==> src/rtl/deser_pkg.sv <==
// Shared constants and types for the 1x16 deserializer and its write-enable decoder.
package deser_pkg;

    localparam int WIDTH = 16;
    localparam int IDX_W = 4;

    localparam logic ST_EMPTY = 1'b0;
    localparam logic ST_FULL  = 1'b1;

    typedef logic [WIDTH-1:0] word_t;
    typedef logic [IDX_W-1:0] idx_t;

endpackage

==> src/rtl/demux1x16.sv <==
// One-hot write-enable decoder: index k enables assembly bit k, the inverse of a 16:1 select.
module demux1x16
    import deser_pkg::*;
(
    input  idx_t  idx,
    input  logic  en,
    output word_t we
);

    always_comb begin
        we = '0;
        if (en) begin
            we[idx] = 1'b1;
        end
    end

endmodule

==> src/rtl/deser1x16.sv <==
// Serial-to-parallel deserializer: LSB-first bits assembled into 16-bit words,
// presented through a valid/ready output register with overrun detection.
module deser1x16
    import deser_pkg::*;
(
    input  logic             clk,
    input  logic             rst_n,
    input  logic             din,
    input  logic             din_valid,
    input  logic             sof,
    output logic [IDX_W-1:0] sel,
    output logic [WIDTH-1:0] dout,
    output logic             dout_valid,
    input  logic             dout_ready,
    output logic             overrun
);

    idx_t  wr_idx;
    word_t we;
    word_t assembly;
    logic  state;
    logic  state_nxt;
    logic  complete;
    logic  load;
    logic  drop;

    // A start of frame forces bit 0; stale upper bits get overwritten before completion.
    assign wr_idx   = sof ? '0 : sel;
    assign complete = din_valid && (wr_idx == idx_t'(WIDTH - 1));
    assign load     = complete && ((state == ST_EMPTY) || dout_ready);
    assign drop     = complete && !load;

    demux1x16 u_demux (
        .idx (wr_idx),
        .en  (din_valid),
        .we  (we)
    );

    always_ff @(posedge clk or negedge rst_n) begin
        if (!rst_n) begin
            sel      <= '0;
            assembly <= '0;
        end else if (din_valid) begin
            sel <= wr_idx + idx_t'(1);
            for (int i = 0; i < WIDTH; i++) begin
                if (we[i]) begin
                    assembly[i] <= din;
                end
            end
        end
    end

    always_comb begin
        state_nxt = state;
        case (state)
            ST_EMPTY: if (complete) state_nxt = ST_FULL;
            ST_FULL:  if (dout_ready && !complete) state_nxt = ST_EMPTY;
            default:  state_nxt = ST_EMPTY;
        endcase
    end

    // The completing bit bypasses the assembly register so the word is ready on the same edge.
    always_ff @(posedge clk or negedge rst_n) begin
        if (!rst_n) begin
            state   <= ST_EMPTY;
            dout    <= '0;
            overrun <= 1'b0;
        end else begin
            state   <= state_nxt;
            overrun <= drop;
            if (load) begin
                dout <= {din, assembly[WIDTH-2:0]};
            end
        end
    end

    assign dout_valid = (state == ST_FULL);

endmodule
==> config.mk <==
export PLATFORM = sky130hd
export DESIGN_NAME = deser1x16
export DESIGN_NICKNAME = d
export VERILOG_FILES = /design/src/rtl/deser_pkg.sv /design/src/rtl/demux1x16.sv /design/src/rtl/deser1x16.sv
export SDC_FILE = /design/constraint.sdc
export NUM_CORES = 1
export LEC_CHECK = 0
export ABC_AREA = 1
export CELL_PAD_IN_SITES_DETAIL_PLACEMENT = 1
export CELL_PAD_IN_SITES_GLOBAL_PLACEMENT = 1
export CORE_ASPECT_RATIO = 0.5
export CORE_UTILIZATION = 39
export CTS_CLUSTER_DIAMETER = 200
export DETAILED_ROUTE_END_ITERATION = 6
export GPL_ROUTABILITY_DRIVEN = 0
export PLACE_DENSITY_LB_ADDON = 0.1
export SYNTH_ARGS = -nofsm -noshare
export SYNTH_HDL_FRONTEND = slang
export SYNTH_SLANG_ARGS = --single-unit
==> constraint.sdc <==
create_clock -name clk -period 1.65 [get_ports clk]
set_input_delay 0.33 -clock clk [delete_from_list [all_inputs] [get_ports clk]]
set_output_delay 0.33 -clock clk [all_outputs]
set_load 0.005 [all_outputs]
==> impl_summary.md, run 1 <==
Run status
The run finished with clean final reports.

Global routing
Entering global routing, the biggest net connects 38 pins. The global-route usage over all layers is between 10% and 20%. The met3 track demand over resource in global routing is under 10%. Global routing consumed, on the met1 layer, between 20 and 30% of the routing resources. The total overflow left after global routing is 0. The met2 routing resource usage after global routing is about a third. The routing layer with the top usage in global route is met2.

The first global-routing pass estimated 6330 um of wire. The initial antenna violation count came to 0. The number of global-route vias before repair is ~1.3k.

Clock tree
The clock net sink count is 37. The post-CTS repair timing setup buffer count is 0. The later-pin clock latency in the skew report is between 0.2 and 0.3 ns. In this run the clock root is driven by a clkbuf_8. The clock passes through at most 2 buffers. The clock input transition at the sequential cells of the worst setup and hold paths is around 0.080 ns.

The H-tree generated during clock tree synthesis spans 2 levels. Hold repair after CTS inserted 0 buffers. TritonCTS built the clock tree. Counting the buffers created by CTS gives 5.

Critical path
The worst reg-to-reg path cell count is 8. The kind of cell with the highest combined delay on the critical path is buffers and inverters. The worst register-to-register path has a setup slack of about 0.19 ns. For the worst setup path, the data arrival time is about 1.3 ns. The reg-to-reg critical path startpoint is sel[1]$_DFFE_PN0P_.

The element type at the critical path end is an output port. The worst reg2reg path endpoint is assembly[13]$_DFFE_PN0P_. The stage delay of the slowest cell on the critical path is between 0.5 and 0.6 ns. The largest fanout on the critical path is 6.

The setup path with the least slack is of type flip-flop to output port. The library cell contributing the largest single delay on the critical path is clkdlybuf4s50_1. STA classifies the critical path startpoint as a flip-flop. Walking the worst path, the cells encountered are clkdlybuf4s50_1. At the worst endpoint, the required time is between 1 and 1.5 ns. Counting both buffers and inverters, the worst setup path holds a total of 1.

Timing
The transition at the pin with the smallest max-transition slack is 0.306 ns. After layout, the minimum clock period comes to ~1.6 ns. Setup total negative slack on the finished layout was measured at 0 ns. The number of max-slew violations in the final report is 0.

The number of failing setup endpoints in the final timing report is 0. Between clock sinks in the finished design, the worst skew comes to 0.00296 ns. The total count of hold-check failures in the final report came to 0.

The share of the cycle needed by the critical path after routing is between 90% and 100%. Setup repair after global routing left no endpoint under its margin. Derived from the worst setup path, the maximum achievable clock frequency is 623 MHz.

The worst pin sits at a relative slew slack of 79.5%.

Synthesis
The top-area cell type share of the netlist area is a little under three fifths. The mapped netlist covers about 1600 um2. After synthesis, flip-flops and latches occupy around 56% of the total area. Summed over all instances, the cell type with the most area after synthesis is dfrtp_1. The mean cell area of the mapped netlist is between 8 and 9 um2.

The total number of yosys warnings is 0. After synthesis the netlist holds a flip-flop and latch count of 37. The count of distinct cell types in the synthesized netlist is 22. The share of flip-flops with an asynchronous set or reset is 100%. After synthesis, the most frequently instantiated cells are nand2_1 (71), dfrtp_1 (37), nand3_1 (23).

The gate count after technology mapping is between 150 and 200. The main flop type after synthesis is dfrtp_1. The number of enable flip-flop cells after synthesis is 0.

In the post-synthesis netlist, the cell with the most instances is nand2_1. After synthesis, the cell types taking the most area are dfrtp_1 (56%), nand2_1 (16%), nand3_1 (7.0%), o21ai_0 (3.6%), ha_1 (3.0%). The net count after synthesis is 197.

Routing
The detailed router placed roughly 1.4k vias in this run. The detailed-routing iteration count for the pre-antenna-repair pass is 4. The post-detailed-route DRC marker count is 0. In this run the remaining antenna-violating nets after routing total 0. After detailed routing, the average wire length per cell comes to approximately 14 um. Summed over all layers, the routed wires come to 3970 um.

The number of DRC markers after the initial detailed-route iteration is 90. The via density per instance is about 4.8.

Floorplan
The number of primary I/O pins is 28. The total die area is between 4000 and 5000 um2. The die span in y is between 40 and 50 um. The placement row count is 16. The overall die width is 94.0 um. After floorplanning, the core was sized to cover 3980 um2. The initial utilization of the core area, before any placement, comes to between 40% and 50%.

Power and ir drop
The leakage power summed over all cells is 1.12 nW. The largest voltage drop on the vdd net is approximately 420 uV. The total power density per cell area is between 900 and 1000 nW/um2.

Finish
After filler insertion, the fill cell instance count of the layout stands at 488. The antenna diode instance count is 0. The utilization of the core after routing is a little over half.

The fraction of final layout cells sized beyond drive strength 1 is between 10% and 20%. Relative to the synthesized area, the layout overhead comes to 31.7%. The final layout contains 240 nets.

Placed design
The total half-perimeter wirelength after legalization and detailed placement is slightly below 3000 um. Port buffering added 27 buffers.

Min path
The path class of the tightest hold or removal check is primary input to asynchronous set/reset pin.

Run
Across the run, the number of max-cap violations was 0.
==> placed cells by master (no fill, tap or decap), types with 2 or more instances in the layout <==
cell / count
nand2_1: 71
dfrtp_1: 36
clkdlybuf4s50_1: 26
nand3_1: 23
buf_4: 14
inv_1: 12
o21ai_0: 12
clkbuf_8: 6
o21ai_1: 5
ha_1: 4
nor2_1: 3
clkinv_1: 3
nor2_2: 2
nand2_2: 2
==> repair_timing <==
item                                    4_1_cts  5_1_grt
pin swaps                                     0        0
endpoints found under the setup margin       24       30
endpoints found under the hold margin         0        0
resized for setup                             2        1
==> cells by family (layout without fill, tap and decap cells) <==
group | count (synthesis) | count (layout) | share of synthesized area, %
AOI/OAI and AO/OA | 18 | 18 | 5.46
xor gates and xnor gates | 1 | 1 | 0.531
adders and majority gates | 4 | 4 | 3.04
buffers and inverters | 22 | 66 | 6.22
DFF | 37 | 37 | 56.1
and+or+nand+nor | 105 | 105 | 28.6
==> registers in the layout, indices dropped and copies added (netlist names) <==
| name | flops |
|---|---|
| assembly | 15 |
| sel | 4 |
| dout_valid | 1 |
| overrun | 1 |
| dout | 16 |
==> per-stage QoR <==
step,cell area (um2),std cells,hold WS (ns),power (mW),setup WS [ns]
2_1_floorplan,1650,187,0.0344,1.32,0.187
3_3_place_gp,2070,277,0.453,1.48,-0.244
3_5_place_dp,2070,277,0.463,1.51,-0.348
4_1_cts,2170,285,0.425,2.19,0.0289
5_1_grt,2170,285,0.428,2.30,0.00548
6_report,2170,285,0.413,2.17,0.0440
==> power by group <==
group / switching (mW) / internal (mW)
clock network: 0.337 / 0.339
registers: 0.0845 / 1.04
logic: 0.207 / 0.161
total: 0.629 / 1.54
==> worst max-delay path by stage <==
stage	to	slack, ns	cells after the start	startpoint
after CTS	assembly[13]$_DFFE_PN0P_	0.03	8	sof
after detailed placement	assembly[13]$_DFFE_PN0P_	-0.35	8	sof
after global routing	sel[2]	0.005	1	sel[2]$_DFFE_PN0P_
after floorplan	dout[10]$_DFFE_PN0P_	0.19	9	sel[1]$_DFFE_PN0P_
final	sel[2]	0.04	1	sel[2]$_DFFE_PN0P_
after global placement	dout[2]$_DFFE_PN0P_	-0.24	8	sof
==> final cells by class <==
| type | instances | area [um2] | area share, % |
|---|---|---|---|
| multi-input cells | 128 | 623 | 28.7 |
| clock buffers | 6 | 82.6 | 3.80 |
| clock inverters | 2 | 13.8 | 0.634 |
| well taps | 54 | 67.6 | 3.11 |
| inverters | 16 | 60.1 | 2.76 |
| flip-flops and latches | 37 | 927 | 42.7 |
| repair buffers | 42 | 398 | 18.3 |
==> per-layer routing <==
layer | up-vias | share of wire (%) | wire (um)
met5 | - | 0 | 0
li1 | 678 | - | -
met4 | 0 | 1.1 | 42
met2 | 33 | 44 | 1750
met3 | 5 | 4.2 | 166
met1 | 665 | 51 | 2010
No activity file was read; power rests on OpenSTA's default activity.
==> run 2, diff against run 1 <==
--- a/config.mk
+++ b/config.mk
@@ -9,11 +9,12 @@
 export CELL_PAD_IN_SITES_DETAIL_PLACEMENT = 1
 export CELL_PAD_IN_SITES_GLOBAL_PLACEMENT = 1
 export CORE_ASPECT_RATIO = 0.5
-export CORE_UTILIZATION = 39
+export CORE_UTILIZATION = 42
 export CTS_CLUSTER_DIAMETER = 200
 export DETAILED_ROUTE_END_ITERATION = 6
 export GPL_ROUTABILITY_DRIVEN = 0
 export PLACE_DENSITY_LB_ADDON = 0.1
+export REMOVE_ABC_BUFFERS = 1
 export SYNTH_ARGS = -nofsm -noshare
 export SYNTH_HDL_FRONTEND = slang
 export SYNTH_SLANG_ARGS = --single-unit
==> constraint.sdc (replaced) <==
create_clock -name clk -period 1.95 [get_ports clk]
set_input_delay 0.39 -clock clk [delete_from_list [all_inputs] [get_ports clk]]
set_output_delay 0.39 -clock clk [all_outputs]
set_load 0.005 [all_outputs]
==> run 2 against run 1 <==
Sequential power down 13%. Combinational power down 23%. Clock power up 4.4%. Critical path type unchanged. Critical endpoint is now sel[3].
==> impl_summary.md, run 2 (synthesized netlist as in run 1, its figures left out) <==
Routing
The post-detailed-route count of antenna-violating nets is 0. The via density per instance is ~4.8. The detailed router put a total of between 2000 and 2500 um of wire on met1. After detailed routing, the average wire length per cell comes to 15.0 um. After detailed routing, the met3 layer carries between 100 and 150 um of wire. The amount of wire on met2 after detailed routing is approximately 1900 um. The number of DRC markers after the initial detailed-route iteration is 70. After detailed routing, the total wire length is approximately 4200 um. The post-detailed-route DRC marker count is 0.

The via count is 1,342. The detailed router used layers up to and including met4. The first detailed-routing pass took 4 iterations.

Run status
The run finished with clean final reports.

Global routing
The number of global-route vias before repair is between 1k and 1.5k. The maximum number of pins on one net before global-route repair is 38. The initial antenna violation count came to 0. The first global-routing pass estimated around 7000 um of wire. The global route total overflow is 0. Global routing used between 20% and 30% of the available tracks across all layers.

Floorplan
The die span in y is around 46 um. The starting utilization of the core area is between 40% and 50%. The core footprint is 3580 um2.

The initialized floorplan defines 15 standard-cell rows. The overall die width is approximately 90 um. The die covers roughly 4200 um2.

Pin placement for this block handled 28 I/O pins.

Critical path
Along the worst path, the maximum fanout reaches 9. The worst setup path is captured at an output port. The library cell contributing the largest single delay on the critical path is dfrtp_1.

The arrival time reported for the critical path endpoint is 1.43 ns. The kind of cell with the highest combined delay on the critical path is flip-flops. The required arrival time at the worst endpoint is between 1.5 and 2 ns. The critical path in this run is classified as flip-flop to output port. The stage delay of the slowest cell on the critical path is around 0.57 ns. The critical path goes through clkdlybuf4s50_1.

The nature of the critical path startpoint is a flip-flop. The worst path buffer plus inverter count is 1.

Finish
The final net count is around 240. The count of non-filler cells in the finished layout is 278. Compared with the post-synthesis result, the final layout area differs by 30.1%. The number of flip-flops under the largest register name is 16. In the final layout, the registers with the most flip-flops are dout (16), assembly (15), sel (4).

In the layout the commonest cells are nand2_1 (71), dfrtp_1 (37), clkdlybuf4s50_1 (27). The largest register by flop count is dout. The antenna diode instance count is 0. The library cell used most frequently in the layout, excluding fill and tap cells, is nand2_1.

The fraction of final layout cells sized beyond drive strength 1 is a little under an eighth.

Clock tree
The clock tree root buffer cell is clkbuf_8. After clock tree synthesis, the clock-pin slew on the worst setup and hold paths is roughly 0.08 ns. The clock net sink count is 37. The number of buffers added by the clock tree synthesis step is 5. Clock latency on the worst-skew pair, taken at its later pin, is 0.29 ns. TritonCTS built the clock tree. The H-tree was split into 2 levels. The number of buffers between clock root and the deepest sink is 2. The post-CTS repair timing setup buffer count is 0.

Power and ir drop
The analysis attributes to net switching a power of approximately 540 uW. The leakage power summed over all cells is 1.10 nW. The total power density per cell area is 913 nW/um2.

The largest voltage drop on the vdd net is about 400 uV. The net switching share of the total power is 27.7%. The fraction of power consumed by sequential logic is 49.5%. Summing internal, switching and leakage power gives roughly 2.0 mW. The total internal power is about 1.4 mW. The fraction of power consumed by combinational cells is 14.4%. The power share of the clock group is 36.1%.

Timing
The clock arrives with 0.00341 ns of skew. Setup repair after global routing left no endpoint under its margin. For the pin with the worst max-slew slack, the measured transition is between 0.4 and 0.5 ns. The maximum clock frequency is ~550 MHz. Counting I/O delays and the setup requirement, the final critical path takes 1.82 ns. The worst pin sits at a relative slew slack of between 60 and 70%. The share of the cycle needed by the critical path after routing is around 93%. Adding up every negative setup slack in the final design gives 0 ns.

The worst hold slack is roughly 0.47 ns. The number of max-slew violations in the final report came to 0. The total count of hold-check failures in the final report is 0. Setup violations remaining at the end of the flow were counted as 0.

Placed design
The total of buffers placed on input and output ports is 27. The total half-perimeter wirelength after legalization and detailed placement is 2960 um. Counting tap cells, the placed design contains a total of 270 instances.

Min path
In this run the worst hold path is classified as flip-flop to flip-flop.

Run
Max-cap violations in this run came to 0.
run 2: worst register-to-register path, cell delays in order (launching register included):
cell	delay (ns)
dfrtp_1	0.35
inv_1	0.08
nor2_2	0.16
ha_1	0.19
nand2_2	0.11
nor2_8	0.21
nand2_4	0.16
nand2_1	0.10
nand2_1	0.06
run 2: metal layers:
| layer | global-route usage, % | vias up |
|---|---|---|
| met5 | 0 | - |
| met4 | 6.77 | 0 |
| met3 | 5.12 | 2 |
| met2 | 37.6 | 23 |
| met1 | 30.2 | 653 |
| li1 | - | 664 |
run 2: path summary, 6_finish.rpt:
check                               startpoint                  end  slack [ns]  depth (start not counted)
max                         sel[3]$_DFFE_PN0P_               sel[3]        0.13                          1
min                        dout[6]$_DFFE_PN0P_  dout[6]$_DFFE_PN0P_        0.47                          2
max reg2reg                 sel[1]$_DFFE_PN0P_  dout[1]$_DFFE_PN0P_        0.42                          8
max in group asynchronous                rst_n   sel[2]$_DFFE_PN0P_        1.08                          2
min reg2reg                dout[6]$_DFFE_PN0P_  dout[6]$_DFFE_PN0P_        0.47                          2
min in group asynchronous                rst_n  dout[6]$_DFFE_PN0P_        0.53                          2
run 2: power by group through the flow:
stage	Clock [mW]	Sequential (mW)	Combinational, mW
2_1_floorplan	0	0.957	0.147
3_3_place_gp	0	0.976	0.262
3_5_place_dp	0	0.983	0.279
4_1_cts	0.714	0.969	0.287
5_1_grt	0.740	0.985	0.327
6_report	0.706	0.969	0.282
run 2: stage by stage:
stage | setup slack (ns) | util [%] | instance area (um2)
CTS | 0.123 | 59.8 | 2140
detailed placement | -0.152 | 56.4 | 2020
finish | 0.128 | 59.9 | 2150
global placement | -0.0238 | 56.4 | 2020
floorplan | 0.460 | - | 1610
global route | 0.0735 | 59.9 | 2150
run 2: layout make-up:
type,instances,area [um2]
Clock buffer,6,82.6
Fill cell,432,1440
Clock inverter,2,37.5
Sequential cell,37,926
Timing Repair Buffer,38,353
Inverter,16,60.1
Tap cell,51,63.8
Multi-Input combinational cell,128,623
run 2: repair_timing:
action	4_1_cts	5_1_grt
endpoints found under the setup margin	0	1
hold buffers	0	0
gates resized for setup	0	1
==> run 3, diff against run 2 <==
--- a/config.mk
+++ b/config.mk
@@ -9,7 +9,8 @@
 export CELL_PAD_IN_SITES_DETAIL_PLACEMENT = 1
 export CELL_PAD_IN_SITES_GLOBAL_PLACEMENT = 1
 export CORE_ASPECT_RATIO = 0.5
-export CORE_UTILIZATION = 42
+export CORE_UTILIZATION = 44
+export CTS_BUF_LIST = sky130_fd_sc_hd__clkbuf_2 sky130_fd_sc_hd__clkbuf_4 sky130_fd_sc_hd__clkbuf_8
 export CTS_CLUSTER_DIAMETER = 200
 export DETAILED_ROUTE_END_ITERATION = 6
 export GPL_ROUTABILITY_DRIVEN = 0
==> run 3 against run 2 <==
Global-route usage grew 0.33 points. Worst hold slack got worse by 0.34 ns. Combinational power shrank 5%. Register-to-register slack got worse by 0.07 ns. Power fell by 0.67%. Sequential power barely moved. Final cell count shrank 1.1%.
==> impl_summary.md, run 3 (synthesized netlist as in run 1, its figures left out) <==
Run status
The flow ran to the end, and the final reports show no timing, DRC or antenna violations.

Finish
Once layout is done, the placed cells without fillers occupy around 2100 um2. The utilization of the core after routing is about three fifths. The largest register by flop count is dout. The antenna diode instance count is 0. Cells with a size suffix above 1 make up 10.7% of the layout. The count of fill cells added during filler insertion is 420. The final net count is 233. Leaving out fill and tap cells, the most frequent cell in the layout is nand2_1. Relative to the synthesized area, the layout overhead comes to 28.3%.

In the layout the commonest cells are nand2_1 (71), dfrtp_1 (37), clkdlybuf4s50_1 (26). The largest registers in the layout are dout (16), assembly (15), sel (4). The register with the most flip-flops in the layout has 16 of them.

Critical path
The setup path with the least slack is of type flip-flop to output port. In this run the worst path has a maximum fanout of 9. The arrival time reported for the critical path endpoint is between 1 and 1.5 ns. The library cell contributing the largest single delay on the critical path is clkdlybuf4s50_1. For the worst flop-to-flop path, the logic depth is 9. Among cell families on the critical path, the largest total delay comes from buffers and inverters. Together, buffers and inverters on the worst path number 1. The stage delay of the slowest cell on the critical path is 0.60 ns. Walking the worst path, the cells encountered are clkdlybuf4s50_1. The required arrival time at the worst endpoint is 1.56 ns. In this run the number of cells on the critical path is 1. The nature of the critical path startpoint is a flip-flop. The element type at the critical path end is an output port.

Placed design
The placed instance area is roughly 2000 um2. The total of buffers placed on input and output ports is 27. The total half-perimeter wirelength after legalization and detailed placement is roughly 2800 um.

Timing
The number of max-slew violations in the final report came to 0. For the pin with the worst max-slew slack, the measured transition is around 0.48 ns. The total count of hold-check failures in the final report is 0. The clock skew after layout is roughly 0.0062 ns. Setup repair after global routing left no endpoint under its margin. Based on the critical path, the design can be clocked at up to 534 MHz. Setup violations remaining at the end of the flow were counted as 0.

The worst slew margin relative to its limit is 68.2%. The share of the cycle needed by the critical path after routing is a little over nine tenths. The smallest clock period supported by the final layout is computed as approximately 1.9 ns.

Floorplan
The number of primary I/O pins is 28. The floorplan step defined a die boundary enclosing between 4000 and 5000 um2. The placement row count is 15.

The die is just under 90 um wide. The starting utilization of the core area is 47.0%. Measured along the y axis, the die boundary spans ~45 um. The core footprint is roughly 3500 um2.

Global routing
The met3 track demand over resource in global routing is 6.03%. The initial antenna violation count is 0. The number of global-route vias before repair came to about 1.3k. In this run the most used layer during global routing was met2. For this run the aggregate overflow at the end of global routing stands at 0. The met1 demand-to-capacity share in global routing is 30.3%.

In the global route stage, overall resource usage came out at a little under a quarter. The first global-routing pass estimated ~6500 um of wire. Global routing consumed, on the met2 layer, 37.7% of the routing resources. Entering global routing, the biggest net connects 38 pins.

Routing
The via density per instance is about 4.8. The final routed wirelength across all metal layers is between 3000 and 4000 um. The first detailed-routing pass ran for 4 iterations. The post-detailed-route wirelength per cell is approximately 15 um.

The number of DRC markers after the initial detailed-route iteration is 54. The via count is approximately 1.3k. The post-detailed-route count of antenna-violating nets is 0. For this run, design rule violations remaining after detail routing come to 0.

Clock tree
The hold-fix buffer count after cts is 0. In this run the post-CTS setup repair buffer count came out at 0. The tree is rooted in a clkbuf_8. The number of H-tree branching levels is 2. The number of buffers added by the clock tree synthesis step is 5. The CTS tree is done. The clock input transition at the sequential cells of the worst setup and hold paths is 0.08 ns. The clock drives 37 sinks. The number of cells upsized or downsized after cts is 0. The clock reaches the later pin of the worst-skew pair after about 0.29 ns. No sink is reached through more buffers than the 2 on the longest clock path.

Min path
The min-delay analysis places its worst path in the category primary input to asynchronous set/reset pin.

Power and ir drop
For this design the ratio of total power to cell area is 919 nW/um2. The leakage power summed over all cells is 1.08 nW. The largest voltage drop on the vdd net is roughly 350 uV.

Run
The max-capacitance violation count is 0.
## run 3: cell type report
type / count / area (um2) / share of cell area [%]
Clock buffer: 6 / 82.6 / 3.90
Clock inverter: 2 / 37.5 / 1.77
Inverter: 16 / 60.1 / 2.84
Multi-Input combinational cell: 128 / 621 / 29.3
Sequential cell: 37 / 926 / 43.8
Tap cell: 51 / 63.8 / 3.02
Timing Repair Buffer: 35 / 325 / 15.4
## run 3: final timing paths
check	from	end	slack, ns
setup / recovery	sel[3]$_DFFE_PN0P_	sel[3]	0.08
hold / removal	rst_n	dout[8]$_DFFE_PN0P_	0.13
setup reg to reg	sel[1]$_DFFE_PN0P_	assembly[12]$_DFFE_PN0P_	0.35
hold reg to reg	dout[9]$_DFFE_PN0P_	dout[9]$_DFFE_PN0P_	0.47
max in group asynchronous	rst_n	assembly[2]$_DFFE_PN0P_	1.48
min in group clk	dout[9]$_DFFE_PN0P_	dout[9]$_DFFE_PN0P_	0.47
## run 3: layer usage
layer / part of all wire, % / up-vias
li1: - / 661
met1: 48 / 642
met2: 48 / 22
met3: 3.7 / 4
met4: 0.63 / 0
met5: 0 / -
## run 3: through the flow
step / setup TNS, ns / setup slack [ns] / instances / total power [mW] / hold slack, ns
global route: 0 / 0.0364 / 275 / 2.04 / 0.159
global placement: -0.00259 / -0.00216 / 267 / 1.23 / 0.454
finish: 0 / 0.0777 / 275 / 1.95 / 0.128
CTS: 0 / 0.0718 / 275 / 1.96 / 0.147
floorplan: 0 / 0.460 / 181 / 1.10 / 0.0944
detailed placement: -2.10 / -0.131 / 267 / 1.25 / 0.458
## run 3: power breakdown
group,leakage [nW],total (mW),internal (mW),switching (mW)
clock,0.0574,0.705,0.416,0.289
sequential,0.500,0.972,0.877,0.0956
combinational,0.524,0.268,0.114,0.154
total,1.08,1.95,1.41,0.539
==> RTL change 1: new RTL, flow settings as in run 2 <==
Change the package constant `WIDTH` from 16 to 12.
--- a/src/rtl/deser_pkg.sv
+++ b/src/rtl/deser_pkg.sv
@@ -1,7 +1,7 @@
 // Shared constants and types for the 1x16 deserializer and its write-enable decoder.
 package deser_pkg;
 
-    localparam int WIDTH = 16;
+    localparam int WIDTH = 12;
     localparam int IDX_W = 4;
 
     localparam logic ST_EMPTY = 1'b0;
Ports: changed (resized dout); port bits go from 28 to 24. No check against the original RTL was run, so the function may have changed too.
==> RTL change 1 against run 2 <==
  * Global-route usage up 0.088 points
  * Sequential cell count down 8
  * Total power down 17%
  * Clock skew about the same
  * Worst setup slack better by 0.11 ns
  * Highest routed layer unchanged
  * Die area down 20%
  * Final area down 20%
  * Routed wire length down 23%
  * Area after synthesis down 20%
  * Sequential share of layout area down 0.84 points
==> RTL change 1: results (changes against run 2) <==
Synth
  – Netlist cell types: 19 (-14%)
  – Synth Area in Compound Gates: 5.34% (-0.12 points)
  – Syn Inst Count: 151 (-19%)
  – YS warnings: 0 (unchanged)
  – Sequential-to-total area share from yosys stat: 55.3% (-0.85 points)
  – Synth top cells by count: nand2_1, dfrtp_1, inv_1, o21ai_0, nand4_1
  – Post-Synth Adder-Cell Area: 3.81% (+0.78 points)
  – Synth area leaders: dfrtp_1, nand2_1, nand4_1

Routing
  – Met1 wire length: 1480 um (-31%)
  – Met2 WL post-DR: 1500 um (-20%)
  – Total wire length: 3210 um (-23%)
  – WL/cell: 14.4 um (-3.9%)
  – 1st-iter DRT viols: 61 (-13%)
  – Routed via count: 1171 (-13%)
  – WL met3: 136 um (+8.8%)

Worst setup path
  – CP Launch Point: sof
  – Crit path max-delay family: buffers and inverters
  – Worst r2r path cells: 9 (+1)
  – Slowest cell on the critical path: clkdlybuf4s50_1
  – Reg2reg end: assembly[7]$_DFFE_PN0P_
  – Worst path max stage delay: 0.45 ns (-0.12 ns)
  – Worst path arrival time: 1.86 ns (+0.43 ns)
  – Crit Path Class: input port to register
  – Crit-path max FO: 14 (+5)

Place
  – Port Buf Inserts: 23 (-15%)
  – Area of placed instances: 1630 um2 (-19%)
  – Worst slack, placed: -0.0807 ns (+0.0708 ns)
  – DP HPWL: 2300 um (-22%)

Die
  – Starting Density: 47.2% (+1.2 points)

Global route
  – Total GRT Usage: 22.7% (+0.088 points)
  – Vias in the first global route: 1141 (-19%)
  – Largest net degree at the start of global routing: 30 (-21%)
  – M3 GR Usage: 7.03% (+1.9 points)
  – Met2 Usage GRT: 37.0% (-0.60 points)
  – First-pass GRT wire length: 5430 um (-22%)

Final layout
  – Seq. cell area: 726 um2 (-22%)
  – Largest registers: dout: 12 flops, assembly: 11 flops, sel: 4 flops
  – Fill count: 340 (-21%)
  – Layout cell share with drive strength beyond 1: 10.8% (-1.1 points)
  – Nets: 196 (-17%)
  – ANT cells: 0 (unchanged)

Outcome
  – Outcome: finished clean

STA
  – Slew @ Worst Pin: 0.362 ns (-0.123 ns)
  – Skew final: 0.00391 ns (+0.000494 ns)
  – Tcrit/Tclk final: 87.9% (-5.5 points)

Power
  – Switch Pwr: 467 uW (-14%)
  – Worst vdd ir: 0.423 mV (+6.9%)
  – Leakage: 0.887 nW (-19%)

CTS
  – Max clock buf depth: 2 (unchanged)
  – Later-pin clock latency in the skew report: 0.27 ns (-0.02 ns)
  – Clock-pin slew on the worst setup and hold paths: 0.06 ns (-0.02 ns)
  – H-tree depth: 2 (unchanged)

Min path
  – Hold EP: dout[4]$_DFFE_PN0P_
-- RTL change 1: changes by cell type in the layout (fill, tap and decap cells not counted), sizes merged --
cell and change:
nand2 -13, nor2 -1, clkdlybuf4s50 -4, clkinvlp -1, o21ai -4, nand3 -19
inv +1, dfrtp -8, clkinv -3, nand4 +12, bufinv -1, buf -1
clkbuf +1
-- RTL change 1: layout make-up --
cell class	count	share of cell area (%)
Clock buffer	7	5.03
Inverter	14	3.06
Multi-Input combinational cell	103	29.1
Sequential cell	29	42.3
Tap cell	37	2.70
Timing Repair Buffer	33	17.8
-- RTL change 1: power by group through the flow --
stage	Combinational, mW	Sequential (mW)	Clock (mW)
3_5_place_dp	0.337	0.809	0
6_report	0.343	0.801	0.482
4_1_cts	0.349	0.800	0.491
2_1_floorplan	0.159	0.792	0
5_1_grt	0.392	0.813	0.524
3_3_place_gp	0.318	0.803	0
==> RTL change 2: new RTL, flow settings as in run 2 <==
Without the edit above. The output `overrun` loses its register stage (`overrun` becomes a continuous assignment).
--- a/src/rtl/deser1x16.sv
+++ b/src/rtl/deser1x16.sv
@@ -64,16 +64,16 @@
         if (!rst_n) begin
             state   <= ST_EMPTY;
             dout    <= '0;
-            overrun <= 1'b0;
         end else begin
             state   <= state_nxt;
-            overrun <= drop;
             if (load) begin
                 dout <= {din, assembly[WIDTH-2:0]};
             end
         end
     end
 
+    assign overrun = drop;
+
     assign dout_valid = (state == ST_FULL);
 
 endmodule
Function: same outputs for any inputs over 10 cycles, from zero or initial values and one cycle with rst_n low; that may be too few to reach the edited logic, so the function may still have changed.
==> RTL change 2 against run 2 <==
  * First-iteration DRC count down 33%
  * Cell count rose by 1.4%
  * Final area did not move
  * Critical path depth rose by 7
  * Fmax up 1.0%
  * Worst setup slack gained 0.018 ns
  * Total power shrank 7.0%
  * Sequential cell count shrank 1
  * Largest cell class unchanged
  * Critical path type unchanged
  * Area after synthesis shrank 1.5%
  * Global-route usage down 0.22 points
  * Routed wire length up 2.4%
  * Non-clock buffer count grew 5
==> RTL change 2: results (changes against run 2) <==
Outcome
  – Outcome: finished clean

Final layout
  – Final Non-Filler Cells: 282 (+1.4%)
  – Nets: 240 (+1.7%)
  – Fill count: 436 (+0.93%)
  – Layout cell share with drive strength beyond 1: 16.5% (+4.6 points)

CTS
  – Total CTS buffers: 5 (unchanged)

Power
  – Power Density: 849 nW/um2 (-7.0%)
  – Clk power: 540 uW (-24%)
  – Switch Pwr: 559 uW (+2.9%)
  – Worst vdd ir: 0.401 mV (+1.4%)
  – Seq group: 930 uW (-4.0%)
  – Leakage: 1.10 nW (+0.15%)

STA
  – Slew @ Worst Pin: 0.464 ns (-0.0208 ns)
  – Skew final: 0.00509 ns (+0.00168 ns)
  – Final TNS setup: 0 ns (unchanged)

Routing
  – Total wire length: 4270 um (+2.4%)
  – DRC errors left: 0 (unchanged)
  – Vias per inst: 5.05 (+4.6%)
  – 1st-iter DRT viols: 47 (-33%)

Synth
  – Sequential-to-total area share from yosys stat: 55.5% (-0.68 points)
  – Syn avg cell area: 8.73 um2 (-0.99%)
  – Synth top cells by count: nand2_1, dfrtp_1, nand3_1, inv_1, o21ai_0
  – Synth async-reset ratio: 100% (unchanged)
  – Synth Area in Compound Gates: 5.55% (+0.084 points)
  – Synth area leaders: dfrtp_1, nand2_1, nand3_1
  – XOR/XNOR share of the synthesized area: 0.539% (+0.0082 points)
  – Post-Synth Adder-Cell Area: 3.08% (+0.047 points)

Worst setup path
  – CP Launch Point: sel[0]$_DFFE_PN0P_
  – Worst path max stage delay: 0.39 ns (-0.18 ns)
  – Worst path arrival time: 1.41 ns (-0.02 ns)
  – Crit-path max FO: 2 (-7)

Global route
  – Largest net degree at the start of global routing: 37 (-2.6%)
  – Vias in the first global route: 1405 (-0.71%)
  – Total GRT Usage: 22.3% (-0.22 points)
  – First-pass GRT wire length: 6900 um (-1.4%)

Place
  – Worst slack, placed: -0.579 ns (-0.427 ns)
  – DP HPWL: 2900 um (-2.3%)

Min path
  – HP Start: dout[8]$_DFFE_PN0P_
RTL change 2: cell families after synthesis:
logic type / count (synthesis)
AO/OA/AOI/OAI: 18
XOR/XNOR: 1
adder cells (fa/ha/maj): 4
buffers and inverters: 22
flip-flops: 36
AND/OR/NAND/NOR: 105
RTL change 2: worst min-delay path, delay by kind of cell, from the launching register on:
family | cells | cell delay, ns
AND/OR/NAND/NOR | 2 | 0.10
flip-flops | 1 | 0.35
RTL change 2: final cells by class:
| cell class | instances | area [um2] | share of cell area (%) |
|---|---|---|---|
| Clock inverter | 3 | 23.8 | 1.11 |
| Sequential cell | 36 | 901 | 42.0 |
| Tap cell | 51 | 63.8 | 2.97 |
| Multi-Input combinational cell | 128 | 648 | 30.2 |
| Inverter | 16 | 60.1 | 2.80 |
| Timing Repair Buffer | 43 | 380 | 17.7 |
| Clock buffer | 5 | 68.8 | 3.21 |
RTL change 2: layer usage:
layer | routed length (um) | global-route usage [%] | vias to the layer above
met1 | 2010 | 29.4 | 720
met2 | 2060 | 38.0 | 27
met5 | 0 | 0 | -
li1 | - | - | 672
met3 | 157 | 4.67 | 5
met4 | 39 | 7.74 | 0
RTL change 2: what timing repair did:
| action | CTS | global route |
|---|---|---|
| gates resized for setup | 12 | 4 |
| setup endpoints to repair | 1 | 1 |
| pin swaps | 2 | 2 |
| buffers inserted | 3 | 1 |
RTL change 2: path summary, 6_finish.rpt:
path	to	slack, ns	depth (start not counted)
min in group asynchronous	dout[10]$_DFFE_PN0P_	0.52	2
max in group asynchronous	dout[7]$_DFFE_PN0P_	1.10	2
worst min-delay path	dout[8]$_DFFE_PN0P_	0.48	2
worst min register to register	dout[8]$_DFFE_PN0P_	0.48	2
worst max register to register	assembly[6]$_DFFE_PN0P_	0.21	10
worst max-delay path	overrun	0.15	8
